--- src/rtl/ecpri_tx_framer.sv ---
// eCPRI transmit framer: prepends the 4-byte common header to FIFO payload and streams it out
// through a 2-entry skid buffer. Define ECPRI_TX_STATS_EN to add frame and stall counters.
module ecpri_tx_framer #(
    parameter logic [3:0]  REVISION    = 4'h1,
    parameter logic [15:0] MAX_PAYLOAD = 16'd1024
) (
    input  logic        out_clk,
    input  logic        reset,
    input  logic        start,
    input  logic [7:0]  msg_type,
    input  logic [15:0] payload_len,
    output logic        busy,
    output logic        req_err,
    output logic        fifo_rd,
    input  logic [7:0]  fifo_d,
    input  logic        fifo_empty,
    output logic [7:0]  tx_d,
    output logic        tx_valid,
    output logic        tx_sop,
    output logic        tx_eop,
    input  logic        tx_ready
`ifdef ECPRI_TX_STATS_EN
    ,
    output logic [15:0] tx_frame_cnt,
    output logic [15:0] tx_stall_cnt
`endif
);

    typedef enum logic [1:0] {ST_IDLE, ST_HDR, ST_PAY} state_e;

    typedef struct packed {
        logic       sop;
        logic       eop;
        logic [7:0] data;
    } beat_t;

    state_e      state_q, state_d;
    logic [7:0]  type_q, type_d;
    logic [15:0] len_q, len_d;
    logic [2:0]  hdr_idx_q, hdr_idx_d;
    logic [15:0] rem_q, rem_d;
    logic        req_err_q, req_err_d;
    logic        rd_inflight_q, rd_last_q;
    logic        wr_ptr_q, rd_ptr_q;
    logic [1:0]  cnt_q;
    beat_t       skid_q [2];

    beat_t       head, push_beat;
    logic [7:0]  hdr_byte;
    logic        pop, push_hdr, push, fifo_rd_w;
    logic [1:0]  cnt_after_pop;

    assign head     = skid_q[rd_ptr_q];
    assign tx_valid = (cnt_q != 2'd0);
    assign pop      = tx_valid && tx_ready;
    assign push_hdr = (state_q == ST_HDR) && !hdr_idx_q[2] && (cnt_q != 2'd2);
    assign push     = push_hdr || rd_inflight_q;

    // Room is judged after this cycle's pop so a steady stream sustains one byte per cycle.
    assign cnt_after_pop = cnt_q - {1'b0, pop};
    assign fifo_rd_w = (state_q == ST_PAY) && (rem_q != 16'd0) && !fifo_empty &&
                       (cnt_q != 2'd2) && ((cnt_after_pop + {1'b0, rd_inflight_q}) < 2'd2);

    always_comb begin
        case (hdr_idx_q[1:0])
            2'd0:    hdr_byte = {REVISION, 4'b0000};
            2'd1:    hdr_byte = type_q;
            2'd2:    hdr_byte = len_q[15:8];
            default: hdr_byte = len_q[7:0];
        endcase
    end

    always_comb begin
        push_beat = '0;
        if (rd_inflight_q) begin
            push_beat.data = fifo_d;
            push_beat.eop  = rd_last_q;
        end else if (push_hdr) begin
            push_beat.data = hdr_byte;
            push_beat.sop  = (hdr_idx_q == 3'd0);
            push_beat.eop  = (hdr_idx_q == 3'd3) && (len_q == 16'd0);
        end
    end

    // NOTE: every next-state signal is defaulted first so no path leaves it unassigned (no latches).
    always_comb begin
        state_d   = state_q;
        type_d    = type_q;
        len_d     = len_q;
        hdr_idx_d = hdr_idx_q;
        rem_d     = rem_q;
        req_err_d = 1'b0;
        case (state_q)
            ST_IDLE: begin
                if (start) begin
                    if (payload_len <= MAX_PAYLOAD) begin
                        type_d    = msg_type;
                        len_d     = payload_len;
                        rem_d     = payload_len;
                        hdr_idx_d = 3'd0;
                        state_d   = ST_HDR;
                    end else begin
                        req_err_d = 1'b1;
                    end
                end
            end
            ST_HDR: begin
                if (push_hdr) hdr_idx_d = hdr_idx_q + 3'd1;
                // All four bytes queued and the last one leaving means byte3 was just accepted.
                if (hdr_idx_q[2] && pop && (cnt_q == 2'd1)) begin
                    state_d = (len_q == 16'd0) ? ST_IDLE : ST_PAY;
                end
            end
            ST_PAY: begin
                if (fifo_rd_w) rem_d = rem_q - 16'd1;
                if (pop && head.eop) state_d = ST_IDLE;
            end
            default: state_d = ST_IDLE;
        endcase
    end

    // NOTE: the skid entries drive tx_d, so they are reset along with the control state.
    always_ff @(posedge out_clk or negedge reset) begin
        if (!reset) begin
            state_q       <= ST_IDLE;
            type_q        <= '0;
            len_q         <= '0;
            hdr_idx_q     <= '0;
            rem_q         <= '0;
            req_err_q     <= 1'b0;
            rd_inflight_q <= 1'b0;
            rd_last_q     <= 1'b0;
            wr_ptr_q      <= 1'b0;
            rd_ptr_q      <= 1'b0;
            cnt_q         <= '0;
            for (int i = 0; i < 2; i++) skid_q[i] <= '0;
        end else begin
            state_q       <= state_d;
            type_q        <= type_d;
            len_q         <= len_d;
            hdr_idx_q     <= hdr_idx_d;
            rem_q         <= rem_d;
            req_err_q     <= req_err_d;
            rd_inflight_q <= fifo_rd_w;
            rd_last_q     <= fifo_rd_w && (rem_q == 16'd1);
            if (push) begin
                skid_q[wr_ptr_q] <= push_beat;
                wr_ptr_q         <= ~wr_ptr_q;
            end
            if (pop) rd_ptr_q <= ~rd_ptr_q;
            cnt_q <= cnt_q + {1'b0, push} - {1'b0, pop};
        end
    end

    assign busy    = (state_q != ST_IDLE);
    assign req_err = req_err_q;
    assign fifo_rd = fifo_rd_w;
    assign tx_d    = tx_valid ? head.data : 8'h00;
    assign tx_sop  = tx_valid && head.sop;
    assign tx_eop  = tx_valid && head.eop;

`ifdef ECPRI_TX_STATS_EN
    logic [15:0] frame_cnt_q, stall_cnt_q;

    always_ff @(posedge out_clk or negedge reset) begin
        if (!reset) begin
            frame_cnt_q <= '0;
            stall_cnt_q <= '0;
        end else begin
            if (pop && head.eop) frame_cnt_q <= frame_cnt_q + 16'd1;
            if (tx_valid && !tx_ready && (stall_cnt_q != 16'hFFFF)) stall_cnt_q <= stall_cnt_q + 16'd1;
        end
    end

    assign tx_frame_cnt = frame_cnt_q;
    assign tx_stall_cnt = stall_cnt_q;
`endif

endmodule

--- config.mk ---
export PLATFORM = sky130hd
export DESIGN_NAME = ecpri_tx_framer
export DESIGN_NICKNAME = d
export VERILOG_FILES = /design/src/rtl/ecpri_tx_framer.sv
export SDC_FILE = /design/constraint.sdc
export NUM_CORES = 1
export LEC_CHECK = 0
export BUFFER_PORTS_ARGS = -buffer_cell sky130_fd_sc_hd__buf_2
export CORE_MARGIN = 4
export CORE_UTILIZATION = 33
export DETAILED_ROUTE_END_ITERATION = 12
export PLACE_DENSITY_LB_ADDON = 0.05
export SLEW_MARGIN = 20
export SYNTH_ARGS = -nofsm -noshare
export SYNTH_HDL_FRONTEND = slang
export SYNTH_SLANG_ARGS = --single-unit
--- constraint.sdc ---
create_clock -name out_clk -period 5.2 [get_ports out_clk]
set_input_delay 0.78 -clock out_clk [delete_from_list [all_inputs] [get_ports out_clk]]
set_output_delay 0.78 -clock out_clk [all_outputs]
set_load 0.01 [all_outputs]
==> Word level (Yosys, flattened, before mapping) <==
Cells that the tools add are included.
{ "classes": {"add_sub_neg": 6, "order_cmp": 5, "eq_ne": 14, "mux": 28, "bitwise_logic": 4, "reduce_logical": 31} }
{ "op_table": {"columns": ["cell", "count"], "rows": [
  ["two-way mux 10 bit", 5],
  ["two-way mux 16 bit", 3],
  ["case mux 16 bit (2 select lines)", 1],
  ["case mux 8 bit (3 select lines)", 1],
  ["bitwise mux 20 bit", 1],
  ["equality test 16 x 1 -> 1 bit, second input constant", 1],
  ["less-or-equal comparator 16 x 11 -> 1 bit, second input constant", 1],
  ["logical NOT 16 bit", 1],
  ["nonzero test 16 bit", 1],
  ["subtractor 16 x 1 -> 16 bit, second input constant", 1],
  ["logical AND 1 bit", 15],
  ["AND reduction 4 bit", 3],
  ["demux 10 bit (select 1 bit)", 1],
  ["two-way mux 2 bit", 5],
  ["!= test 2 bit, second input constant", 5],
  ["two-way mux 3 bit", 3],
  ["two-way mux 9 bit", 1],
  ["two-way mux 8 bit", 1],
  ["nonzero test 2 bit", 4],
  ["equality test 2 x 1 -> 1 bit, second input constant", 3],
  ["case mux 2 bit (3 select lines)", 1],
  ["case mux 3 bit (2 select lines)", 1],
  ["adder 2 x 1 -> 2 bit", 2],
  ["equality test 2 bit, second input constant", 2],
  ["15 further kinds", 25]
]} }
{ "totals": {"reg_bits": 72, "inputBits": 37, "wordCells": 105} }

==> Logic depth before layout (Yosys ltp) <==
{ "depth": {"depth_word": 8, "mapped_depth": 13, "ltp_nobuf": 12} }

==> Worst setup path after synthesis <==
OpenSTA, ideal clock, no wires.
{ "synth_timing": {"path_type": "input to output", "from": "in tx_ready", "to": "out fifo_rd", "t_arrival_ps": 2040, "setup_slack_ps": 2380, "stages": 8, "path_buffers": 0, "cell_sequence": "nand2_1 -> inv_1 -> ha_1 -> nand2b_2 -> xnor2_1 -> mux2i_1 -> nand3_1 -> inv_1"} }
{ "synth_between": {"elab_chain_len": 5} }
{ "synth_lines": {"columns": ["item", "line", "rtl"], "rows": [
  ["from (decl)", "21", "input logic tx_ready"],
  ["logical AND 1 bit", "55", "assign pop = tx_valid && tx_ready;"],
  ["via pop", "50", "logic pop, push_hdr, push, fifo_rd_w;"],
  ["subtractor 2 x 1 -> 2 bit", "60", "assign cnt_after_pop = cnt_q - {1'b0, pop};"],
  ["adder 2 x 1 -> 2 bit", "62", "(cnt_q != 2'd2) && ((cnt_after_pop + {1'b0, rd_inflight_q}) < 2'd2);"],
  ["less-than comparator 2 bit", "62", null],
  ["logical AND 1 bit", "62", null],
  ["to (decl)", "14", "output logic fifo_rd,"]
]} }
The timed path passes the listed nets, and every way through them passes these cells.

==> Worst setup path in the final report <==
{ "layout_timing": {"from": "reg cnt_q[1]", "to": "out fifo_rd"} }
{ "layout_between": {"elab_chain_len": 6, "elab_cells_between_ends": 8, "cone_classes": "add/sub: 2; order compare: 1; eq/ne: 1; reduce/logical: 4"} }
{ "layout_lines": {"columns": ["item", "line", "rtl"], "rows": [
  ["from (decl)", "45", "logic [1:0] cnt_q;"],
  ["from (signal assigned)", "151", "cnt_q <= cnt_q + {1'b0, push} - {1'b0, pop};"],
  ["nonzero test 2 bit", "54", "assign tx_valid = (cnt_q != 2'd0);"],
  ["logical AND 1 bit", "55", null],
  ["via pop", "50", null],
  ["subtractor 2 x 1 -> 2 bit", "60", null],
  ["adder 2 x 1 -> 2 bit", "62", null],
  ["less-than comparator 2 bit", "62", null],
  ["logical AND 1 bit", "62", null]
]} }
The timed path passes the listed nets, and every way through them passes these cells.

==> flow_summary_export.csv <==
group,metric,value,unit
outcome,outcome,"complete, no violations",
cts,numClockSinks,72,
cts,root_buffer,"sky130_fd_sc_hd__clkbuf_16",
finish,final_layout_size_suffix_gt1_share,23.4,%
cts,cts.repair_timing.setup_buffer_count,0,
global_routing,grt.overflow.total,0,
cts,htreeDepth,3,
place,portBuffers,50,
synth,synth_mux_area_share,8.64,%
place,finalWeightedCongestion,0.773,
pwr,comb_power_share,34.4,%
cts,cts-root-to-sink-buffers,2,
detailed_routing,detailedRoute.firstPassIterationCount,4,
floorplan,initial_core_util,34.2,%
floorplan,core_region,0.0110,mm²
synth,synth_compound_gate_area_share,17.4,%
pwr,powerDensity,561,mW/mm²
synth,yosys_register_bits,72,
cts,postCtsHoldBufs,0,
finish,final-instance-count-excl-fill,575,
critical_path,worst-setup-path-type,"register to output pin",
critical_path,crit_fanout,11,
global_routing,globalRouteTotalUtil,15.6,%
finish,areaGrowthSynthToFinish,18.2,%
synth,synth_simple_gate_area_share,16.6,%
cts,path_clk_slew,0.06,ns
cts,cts-resized-gates,0,
pwr,internal-power,1.56,mW
sta,setup-violations-final,0,
floorplan,chip_width,115,µm
synth,synth.lib_cells_used.distinct,48,
worst_hold_path,hold_class,"register to register",
detailed_routing,route.vias.total,2910,
global_routing,grt_pass1_vias,3006,
critical_path,endpoint_kind,"output pin",
sta,maxClockFrequency,0.249,GHz
sta,tns,0,ns
synth,postSynthNetCount,435,
place,dp_cells,559,
synth,synth_area,0.00375,mm²
synth,post_synth_fa_ha_maj_area_fraction,3.67,%
critical_path,setup.worst_path.start_class,"register",
global_routing,antenna_violations_before_repair,0,
pwr,ir_worst_vdd,0.000256,V
pwr,power_switching,928,µW
synth,yosys.area_share.xor_xnor,1.17,%
finish,layout.nets,478,
finish,layout.filler_cells,1123,
global_routing,grt_start_max_net_pins,73,
detailed_routing,viasPerCell,5.06,
synth,ys.warnings.count,0,
detailed_routing,postRouteWirelength,9520,µm
floorplan,number_of_primary_i_o_pins,51,
sta,slew_limit_fails,0,
finish,mostFrequentLayoutCell,"sky130_fd_sc_hd__dfrtp_1",
floorplan,chipHeight,115,µm
critical_path,cp.arrival,3.24,ns
sta,worst_clock_skew,0.00507,ns
synth,synth.avg_cell_area,9.70,µm²
critical_path,required,4.42,ns
cts,cts_tree,"done",
floorplan,core.rowCount,38,
detailed_routing,dr.first_iter.drc_count,126,
global_routing,grt_first_pass_wirelength,15900,µm
pwr,power_switching_share,37.3,%
floorplan,die_area,0.0131,mm²
place,place_hpwl,6650,µm
finish,number_of_diodes,0,
synth,combinational_family_with_the_most_area_after_synthesis,"compound AO/OA/AOI/OAI gates",
pwr,power.sequential.fraction,37.9,%
detailed_routing,antenna_violating_nets_post_route,0,
sta,rsz0062_at_grt,"false",
sta,maxSlewHeadroom,36.2,%
cts,cts-buffers-inserted,9,
sta,worst_hold_slack,0.479,ns
pwr,p_clk_share,27.7,%
detailed_routing,wirelength_per_cell,16.6,µm
sta,layout_min_cycle_time,4.02,ns
sta,final.period_utilization,77.2,%
run,max_cap_viol,0,
sta,finalHoldViolations,0,
pwr,leakagePower,2.03,nW
synth,synth_cells,387,
sta,tightest_slew,0.957,ns
detailed_routing,drc_violation_count_after_routing,0,
cts,clk_latency,0.34,ns
synth,synth-seq-area-share,48.0,%
finish,final_cell_mix,"sky130_fd_sc_hd__dfrtp_1 (72), sky130_fd_sc_hd__nor2_1 (51), sky130_fd_sc_hd__buf_2 (50)",
==> metrics by stage <==
step	utilization (%)	setup slack, ns	power [mW]	instance area (µm²)
finish	40.4	1.18	2.49	4440
global route	40.4	0.825	2.70	4440
CTS	40.4	1.11	2.53	4440
detailed placement	37.3	1.51	1.83	4100
global placement	37.3	1.56	1.81	4100
floorplan	-	2.38	1.54	3750
==> Yosys cell counts (all sizes together) <==
master	instances	area share, %
a211o	1	0.23
a211oi	2	0.53
a21oi	25	3.3
a221oi	1	0.23
a22oi	16	3.2
a31o	1	0.23
a31oi	5	1.0
a32oi	2	0.47
and2	1	0.17
and3	3	0.50
and4	2	0.47
buf	10	1.9
clkbuf	12	1.2
dfrtp	72	48
ha	11	3.7
inv	14	1.4
mux2	19	5.7
mux2i	11	2.9
nand2	30	3.0
nand2b	3	0.57
nand3	3	0.40
nand4	3	0.50
nand4b	1	0.23
nor2	54	5.7
nor2b	5	0.83
nor3	8	1.6
nor3b	1	0.20
nor4	12	2.2
o21ai	43	6.0
o22a	5	1.2
o22ai	2	0.33
o31ai	2	0.40
o41ai	1	0.23
or4	1	0.20
xnor2	5	1.2
==> worst max-delay path: stages (launching register included) <==
cell and delay, ns:
sky130_fd_sc_hd__dfrtp_1 0.45, sky130_fd_sc_hd__nor2_1 0.65, sky130_fd_sc_hd__inv_1 0.13, sky130_fd_sc_hd__nand2_1 0.15, sky130_fd_sc_hd__inv_1 0.07, sky130_fd_sc_hd__ha_1 0.26
sky130_fd_sc_hd__nand2b_2 0.18, sky130_fd_sc_hd__xnor2_1 0.20, sky130_fd_sc_hd__mux2i_1 0.34, sky130_fd_sc_hd__nand3_1 0.18, sky130_fd_sc_hd__inv_1 0.14, sky130_fd_sc_hd__buf_2 0.15
==> path summary, 6_finish.rpt <==
check	startpoint	endpoint	slack, ns	depth (start not counted)
max	cnt_q[1]	fifo_rd	1.18	11
min	skid_q[7]	skid_q[7]	0.48	2
max reg2reg	cnt_q[1]	rem_q[1]	1.95	12
min reg2reg	skid_q[7]	skid_q[7]	0.48	2
max in group asynchronous	reset	len_q[3]	3.90	2
min in group asynchronous	reset	skid_q[9]	0.68	2
==> flip-flops by register name (all words and copies together) (netlist names) <==
signal / flops
skid_q: 20
len_q: 16
rem_q: 16
type_q: 8
hdr_idx_q: 3
cnt_q: 2
state_q: 2
rd_inflight_q: 1
rd_last_q: 1
rd_ptr_q: 1
req_err: 1
wr_ptr_q: 1
==> area by class of cell <==
| class | count | area (µm²) | share of cell area (%) |
|---|---|---|---|
| clock inverters | 2 | 60.1 | 1.35 |
| repair buffers | 54 | 280 | 6.32 |
| multi-input cells | 279 | 1790 | 40.4 |
| well taps | 140 | 175 | 3.95 |
| flip-flops and latches | 72 | 1800 | 40.6 |
| clock buffers | 14 | 274 | 6.18 |
| inverters | 14 | 52.6 | 1.18 |
==> power by group through the flow <==
stage	clock network [mW]	logic, mW	registers (mW)
after floorplan	0	0.665	0.871
after detailed placement	0	0.870	0.955
after CTS	0.710	0.873	0.946
after global placement	0	0.858	0.951
after global routing	0.733	0.987	0.977
final	0.690	0.855	0.943
==> metal layers <==
layer,GRT usage [%],wire length [µm]
met1,21.6,4620
met3,4.55,397
met4,4.12,81
met5,0,0
met2,24.0,4420
==> kinds of logic after synthesis <==
family	after synthesis
AND/OR/NAND/NOR	127
AO/OA/AOI/OAI	106
flip-flops	72
buffers and inverters	36
multiplexers	30
adder cells (fa/ha/maj)	11
XOR/XNOR	5
Note: power is estimated with default switching activity, not from simulation.
